--- src/rtl/layer_pkg.sv ---
// Shared types and arithmetic helpers for the layer datapaths.
package layer_pkg;

    typedef enum logic [1:0] {
        IDLE = 2'd0,
        RUN  = 2'd1,
        DONE = 2'd2
    } state_t;

    // Wide enough to sum output_neurons full-width signed products without overflow.
    function automatic int acc_width(input int data_width, input int output_neurons);
        return 2 * data_width + $clog2(output_neurons) + 1;
    endfunction

    function automatic logic signed [63:0] sat_shift(
        input logic signed [63:0] acc,
        input int                 frac_bits,
        input int                 data_width
    );
        logic signed [63:0] shifted;
        logic signed [63:0] max_v;
        logic signed [63:0] min_v;
        shifted = acc >>> frac_bits;
        max_v   = (64'sd1 <<< (data_width - 1)) - 64'sd1;
        min_v   = -(64'sd1 <<< (data_width - 1));
        if (shifted > max_v) begin
            return max_v;
        end else if (shifted < min_v) begin
            return min_v;
        end
        return shifted;
    endfunction

endpackage

--- src/rtl/layer_backward_mac.sv ---
// Signed multiply-accumulate: registered accumulator plus the combinational
// next sum, so the owner can capture a finished dot product on its last term.
module mac_unit #(
    parameter int DATAWIDTH = 16,
    parameter int ACC_W     = 35
) (
    input  logic                        clock,
    input  logic                        reset,
    input  logic                        clear_i,
    input  logic                        enable_i,
    input  logic signed [DATAWIDTH-1:0] a_i,
    input  logic signed [DATAWIDTH-1:0] b_i,
    output logic signed [ACC_W-1:0]     sum_o
);

    logic signed [2*DATAWIDTH-1:0] product;
    logic signed [ACC_W-1:0]       acc_q;

    assign product = a_i * b_i;
    assign sum_o   = acc_q + ACC_W'(product);

    // NOTE: sequential state uses non-blocking assignments so every register
    // samples pre-edge values regardless of process ordering.
    always_ff @(posedge clock or posedge reset) begin
        if (reset) begin
            acc_q <= '0;
        end else if (clear_i) begin
            acc_q <= '0;
        end else if (enable_i) begin
            acc_q <= sum_o;
        end
    end

endmodule

--- src/rtl/layer_backward.sv ---
// Backward pass of one layer: input_error[j] = sum_i W[i][j] * output_error[i],
// computed column by column on a single MAC fed by a 1-cycle-latency weight port.
module layer_backward
    import layer_pkg::*;
#(
    parameter int DATAWIDTH      = 16,
    parameter int FRAC_BITS      = 8,
    parameter int INPUT_NEURONS  = 2,
    parameter int OUTPUT_NEURONS = 3,
    parameter int LAYER_INDEX    = 0
) (
    input  logic                                           clock,
    input  logic                                           reset,
    input  logic                                           start,
    input  logic [DATAWIDTH*OUTPUT_NEURONS-1:0]            output_error,
    output logic [$clog2(INPUT_NEURONS*OUTPUT_NEURONS)-1:0] weight_addr,
    output logic                                           weight_en,
    input  logic signed [DATAWIDTH-1:0]                    weight_data,
    output logic                                           busy,
    output logic                                           done,
    output logic [DATAWIDTH*INPUT_NEURONS-1:0]             input_error
);

    localparam int ADDR_W = $clog2(INPUT_NEURONS * OUTPUT_NEURONS);
    localparam int ACC_W  = acc_width(DATAWIDTH, OUTPUT_NEURONS);
    localparam int I_W    = $clog2(OUTPUT_NEURONS + 1);
    localparam int J_W    = (INPUT_NEURONS > 1) ? $clog2(INPUT_NEURONS) : 1;
    localparam logic [I_W-1:0] I_LAST = I_W'(OUTPUT_NEURONS);
    localparam logic [J_W-1:0] J_LAST = J_W'(INPUT_NEURONS - 1);

    if (LAYER_INDEX < 0) begin : g_bad_layer_index
        $error("LAYER_INDEX must be non-negative");
    end

    state_t                                 state_q, state_d;
    logic [I_W-1:0]                         i_q, i_d;
    logic [J_W-1:0]                         j_q, j_d;
    logic [DATAWIDTH*OUTPUT_NEURONS-1:0]    snap_q, snap_d;
    logic [DATAWIDTH*INPUT_NEURONS-1:0]     shadow_q, shadow_d;
    logic [DATAWIDTH*INPUT_NEURONS-1:0]     input_error_q, input_error_d;
    logic                                   done_q, done_d;
    logic [ADDR_W-1:0]                      addr_q;
    logic [ADDR_W-1:0]                      addr_calc;
    logic [I_W-1:0]                         snap_idx;
    logic signed [DATAWIDTH-1:0]            snap_elem;
    logic                                   mac_clear;
    logic                                   mac_en;
    logic signed [ACC_W-1:0]                mac_sum;

    // Inner cycle i issues the address for term i; the data returns one cycle
    // later, so the term being accumulated is always i-1.
    assign addr_calc = ADDR_W'(int'(i_q) * INPUT_NEURONS + int'(j_q));
    assign snap_idx  = (i_q == '0) ? '0 : i_q - I_W'(1);
    assign snap_elem = $signed(snap_q[int'(snap_idx)*DATAWIDTH +: DATAWIDTH]);

    assign weight_addr = weight_en ? addr_calc : addr_q;
    assign busy        = (state_q != IDLE) || done_q;
    assign done        = done_q;
    assign input_error = input_error_q;

    mac_unit #(
        .DATAWIDTH (DATAWIDTH),
        .ACC_W     (ACC_W)
    ) u_mac (
        .clock    (clock),
        .reset    (reset),
        .clear_i  (mac_clear),
        .enable_i (mac_en),
        .a_i      (weight_data),
        .b_i      (snap_elem),
        .sum_o    (mac_sum)
    );

    // NOTE: every signal driven here gets a default first, so no path can
    // leave it unassigned and infer a latch.
    always_comb begin
        state_d       = state_q;
        i_d           = i_q;
        j_d           = j_q;
        snap_d        = snap_q;
        shadow_d      = shadow_q;
        input_error_d = input_error_q;
        done_d        = 1'b0;
        mac_clear     = 1'b0;
        mac_en        = 1'b0;
        weight_en     = 1'b0;

        case (state_q)
            IDLE: begin
                if (start) begin
                    state_d   = RUN;
                    snap_d    = output_error;
                    i_d       = '0;
                    j_d       = '0;
                    mac_clear = 1'b1;
                end
            end
            RUN: begin
                weight_en = (i_q != I_LAST);
                mac_en    = (i_q != '0);
                if (i_q == I_LAST) begin
                    shadow_d[int'(j_q)*DATAWIDTH +: DATAWIDTH] =
                        DATAWIDTH'(sat_shift(64'(mac_sum), FRAC_BITS, DATAWIDTH));
                    mac_clear = 1'b1;
                    i_d       = '0;
                    if (j_q == J_LAST) begin
                        state_d = DONE;
                    end else begin
                        j_d = j_q + J_W'(1);
                    end
                end else begin
                    i_d = i_q + I_W'(1);
                end
            end
            DONE: begin
                state_d       = IDLE;
                input_error_d = shadow_q;
                done_d        = 1'b1;
            end
            default: begin
                state_d = IDLE;
            end
        endcase
    end

    always_ff @(posedge clock or posedge reset) begin
        if (reset) begin
            state_q       <= IDLE;
            i_q           <= '0;
            j_q           <= '0;
            snap_q        <= '0;
            shadow_q      <= '0;
            input_error_q <= '0;
            done_q        <= 1'b0;
            addr_q        <= '0;
        end else begin
            state_q       <= state_d;
            i_q           <= i_d;
            j_q           <= j_d;
            snap_q        <= snap_d;
            shadow_q      <= shadow_d;
            input_error_q <= input_error_d;
            done_q        <= done_d;
            addr_q        <= weight_addr;
        end
    end

endmodule
--- config.mk ---
export PLATFORM = sky130hd
export DESIGN_NAME = layer_backward
export DESIGN_NICKNAME = d
export VERILOG_FILES = /design/src/rtl/layer_pkg.sv /design/src/rtl/layer_backward_mac.sv /design/src/rtl/layer_backward.sv
export SDC_FILE = /design/constraint.sdc
export NUM_CORES = 1
export LEC_CHECK = 0
export BUFFER_PORTS_ARGS = -buffer_cell sky130_fd_sc_hd__buf_2
export CELL_PAD_IN_SITES_DETAIL_PLACEMENT = 0
export CELL_PAD_IN_SITES_GLOBAL_PLACEMENT = 1
export CORE_AREA = 2 2 224 226
export CTS_CLUSTER_DIAMETER = 60
export DETAILED_ROUTE_END_ITERATION = 8
export DIE_AREA = 0 0 226 228
export PLACE_DENSITY = 0.75
export SETUP_SLACK_MARGIN = 0.2
export SYNTH_ARGS = -nofsm -noshare
export SYNTH_HDL_FRONTEND = slang
export SYNTH_SLANG_ARGS = --single-unit
--- constraint.sdc ---
create_clock -name clock -period 9.7 [get_ports clock]
set_input_delay 0.97 -clock clock [delete_from_list [all_inputs] [get_ports clock]]
set_output_delay 0.97 -clock clock [all_outputs]
set_load 0.02 [all_outputs]
==> results_dict.tcl <==
set metrics [dict create \
    clkSinkCount 156 \
    antenna_found_initial 2 \
    required_ns 10.09 \
    crit_slowest_cell "a211o_1" \
    fin_crit_ns 8.96 \
    slew_headroom_pct 9.67 \
    vias_per_cell 5.08 \
    end_kind "flip-flop" \
    dpl_cell_area_mm2 0.0202 \
    wl_per_cell_um 18.3 \
    design_area_mm2 0.0209 \
    num_io_pins 105 \
    drc 0 \
    fmax_mhz 112 \
    crit_type "reg -> reg" \
    post_cts.repair.setup_buffers 0 \
    cts_made_buffers 17 \
    crit_fanout 23 \
    nNetsFinal 2476 \
    syn-cell-area_mm2 0.0190 \
    netlist.area_leader.share_pct 32.7 \
    skew_ns 0.0348 \
    synth-compound-area-share_pct 8.99 \
    routed_wl_mm 48.9 \
    drv_slew 0 \
    synthCells 1919 \
    critPathArrivalTime_ns 9.35 \
    muxShareOfSynthArea_pct 5.81 \
    grt_overflow_total 0 \
    synth.yosys.seq_area_share_pct 20.6 \
    drive_above_1_share_pct 15.5 \
    rows 82 \
    post-route-period-util_pct 92.3 \
    port_buffers 104 \
    yosys_warnings 0 \
    drt_iter0_drc 797 \
    setup_tns_ns 0 \
    synthFlopType "dfrtp_1" \
    setup_ws_ns 0.744 \
    start_util_pct 38.4 \
    synth_cell_types 76 \
    cp_common_cell "fa_1" \
    hold_viol_final 0 \
    synth_seq_cells 156 \
    postRouteAntennaNets 0 \
    yosys.area.top_type "fa_1" \
    track_usage_pct 20.5 \
    final_common_cell "inv_1" \
    synthAdderAreaFrac_pct 39.8 \
    tightest_slew_ns 1.36 \
    maxCapViolCount 0 \
    grt_start_max_net_pins 100 \
    fill_cells 4777 \
    synthSimpleGateAreaFrac_pct 13.8 \
    synthArstFlopShare_pct 100 \
    clk_latency_ns 0.50 \
    firstDrtPassIters 5 \
    synth_fp_nets 2404 \
    grt_pass1_wl_mm 82.0 \
    die_area_mm2 0.0515 \
    final_cell_mix "375 x inv_1, 310 x fa_1, 200 x nand2_1" \
    avgSynthCellArea_um2 9.88 \
    hold_buffers 0 \
    clk_path_buf_depth 2 \
    layoutNonFillerInstCount 2678 \
    cts_tree "done" \
    setup_viol 0 \
    synth_top_family_by_area "adder cells" \
    grt_pass1_vias 14700 \
    synthTopCellsByArea "fa_1 33%, dfrtp_1 21%, inv_1 7.4%" \
    synth-edff-count 0 \
    die_h_um 228 \
    cts.repair.resized 0 \
    regArea_mm2 0.00390 \
    vias 13600 \
    max_stage_delay_ns 0.74 \
    dp_hpwl_mm 39.4 \
    area_growth_pct 9.93 \
    multi_input_area_mm2 0.0133 \
    cp-start-kind "flip-flop" \
    post-place-ws_ns 0.637 \
    synth_xor_area_share_pct 1.52 \
    finalWeightedCongestion 0.890 \
    dieWidth_um 226 \
    rsz0062_at_grt "false" \
    cts_max_level 4 \
    core-area_mm2 0.0493 \
    hp-class "reg -> reg" \
    path_clk_slew_ns 0.07 \
    dp_cells 2644 \
    cts_root_buf "clkbuf_16" \
    outcome "finished, final reports clean" \
]
-- synth_stat cells, types with 4 or more instances --
cell type	n
mux2_2	81
nand2_1	200
a21oi_1	35
o22ai_1	8
buf_2	17
xnor2_1	21
xor2_1	10
dfrtp_1	156
nor4_1	6
nor3_1	15
a21oi_2	5
a41oi_1	4
o21a_1	4
nand3_1	21
inv_1	376
nand4_1	11
a211oi_2	7
nand2b_1	8
mux2i_1	19
a21o_1	11
nor2b_1	4
o31ai_1	9
a22o_1	20
nor3_2	13
nor2_1	67
nor3b_1	4
or2_2	5
nor4_2	8
o21ai_0	50
a31oi_1	19
and2_1	123
o211ai_1	7
a211oi_1	16
ha_1	108
fa_1	310
a211o_1	5
and4_1	4
clkbuf_1	63
o21ai_1	14
-- routing by layer --
metal / global-route usage, % / share of wire (%)
met2: 33.6 / 49
met1: 28.6 / 46
met5: 0 / 0
met3: 2.42 / 3.3
met4: 6.21 / 1.8
-- kinds of logic after synthesis --
family,after synthesis
and+or+nand+nor,507
xor gates and xnor gates,32
DFF,156
adders and majority gates,418
AOI/OAI and AO/OA,243
muxes,100
buffers and inverters,463
-- critical path: cells and delay by family (launching register included) --
family                     cells  cell delay, ns
AOI/OAI and AO/OA              6            2.44
buffers and inverters          6            1.03
and+or+nand+nor                6            1.07
adders and majority gates      8            3.89
DFF                            1            0.42
-- flip-flops by register name, summed over array words and instances (netlist names) --
signal       count
snap_q          48
u_mac.acc_q     35
input_error     32
shadow_q        32
addr_q           3
i_q              2
state_q          2
done             1
j_q              1
-- worst paths after layout --
kind / from / to / slack (ns) / cells after the start
worst max-delay path: i_q[0] / shadow_q[6] / 0.74 / 26
worst min-delay path: addr_q[0] / addr_q[0] / 0.48 / 2
worst max register to register: i_q[0] / shadow_q[6] / 0.74 / 26
worst min register to register: addr_q[0] / addr_q[0] / 0.48 / 2
max in group asynchronous: reset / shadow_q[21] / 7.60 / 3
min in group asynchronous: reset / snap_q[33] / 0.71 / 2
-- area by class of cell --
class / count / area share (%)
Clock buffer: 17 / 2.04
Antenna cell: 2 / 0.0240
Sequential cell: 156 / 18.7
Multi-Input combinational cell: 1300 / 63.8
Inverter: 377 / 6.81
Timing Repair Buffer: 139 / 3.76
Clock inverter: 15 / 0.828
Tap cell: 672 / 4.03
-- stage by stage --
| stage | util, % | hold slack [ns] |
|---|---|---|
| after floorplan | - | 0.442 |
| after global placement | 41.0 | 0.458 |
| after detailed placement | 41.0 | 0.467 |
| after CTS | 42.2 | 0.484 |
| after global routing | 42.2 | 0.522 |
| final | 42.2 | 0.476 |
Power is left out: the tool's default activity adds up to more than one toggle a clock period on the data nets, which glitch-free logic cannot reach.
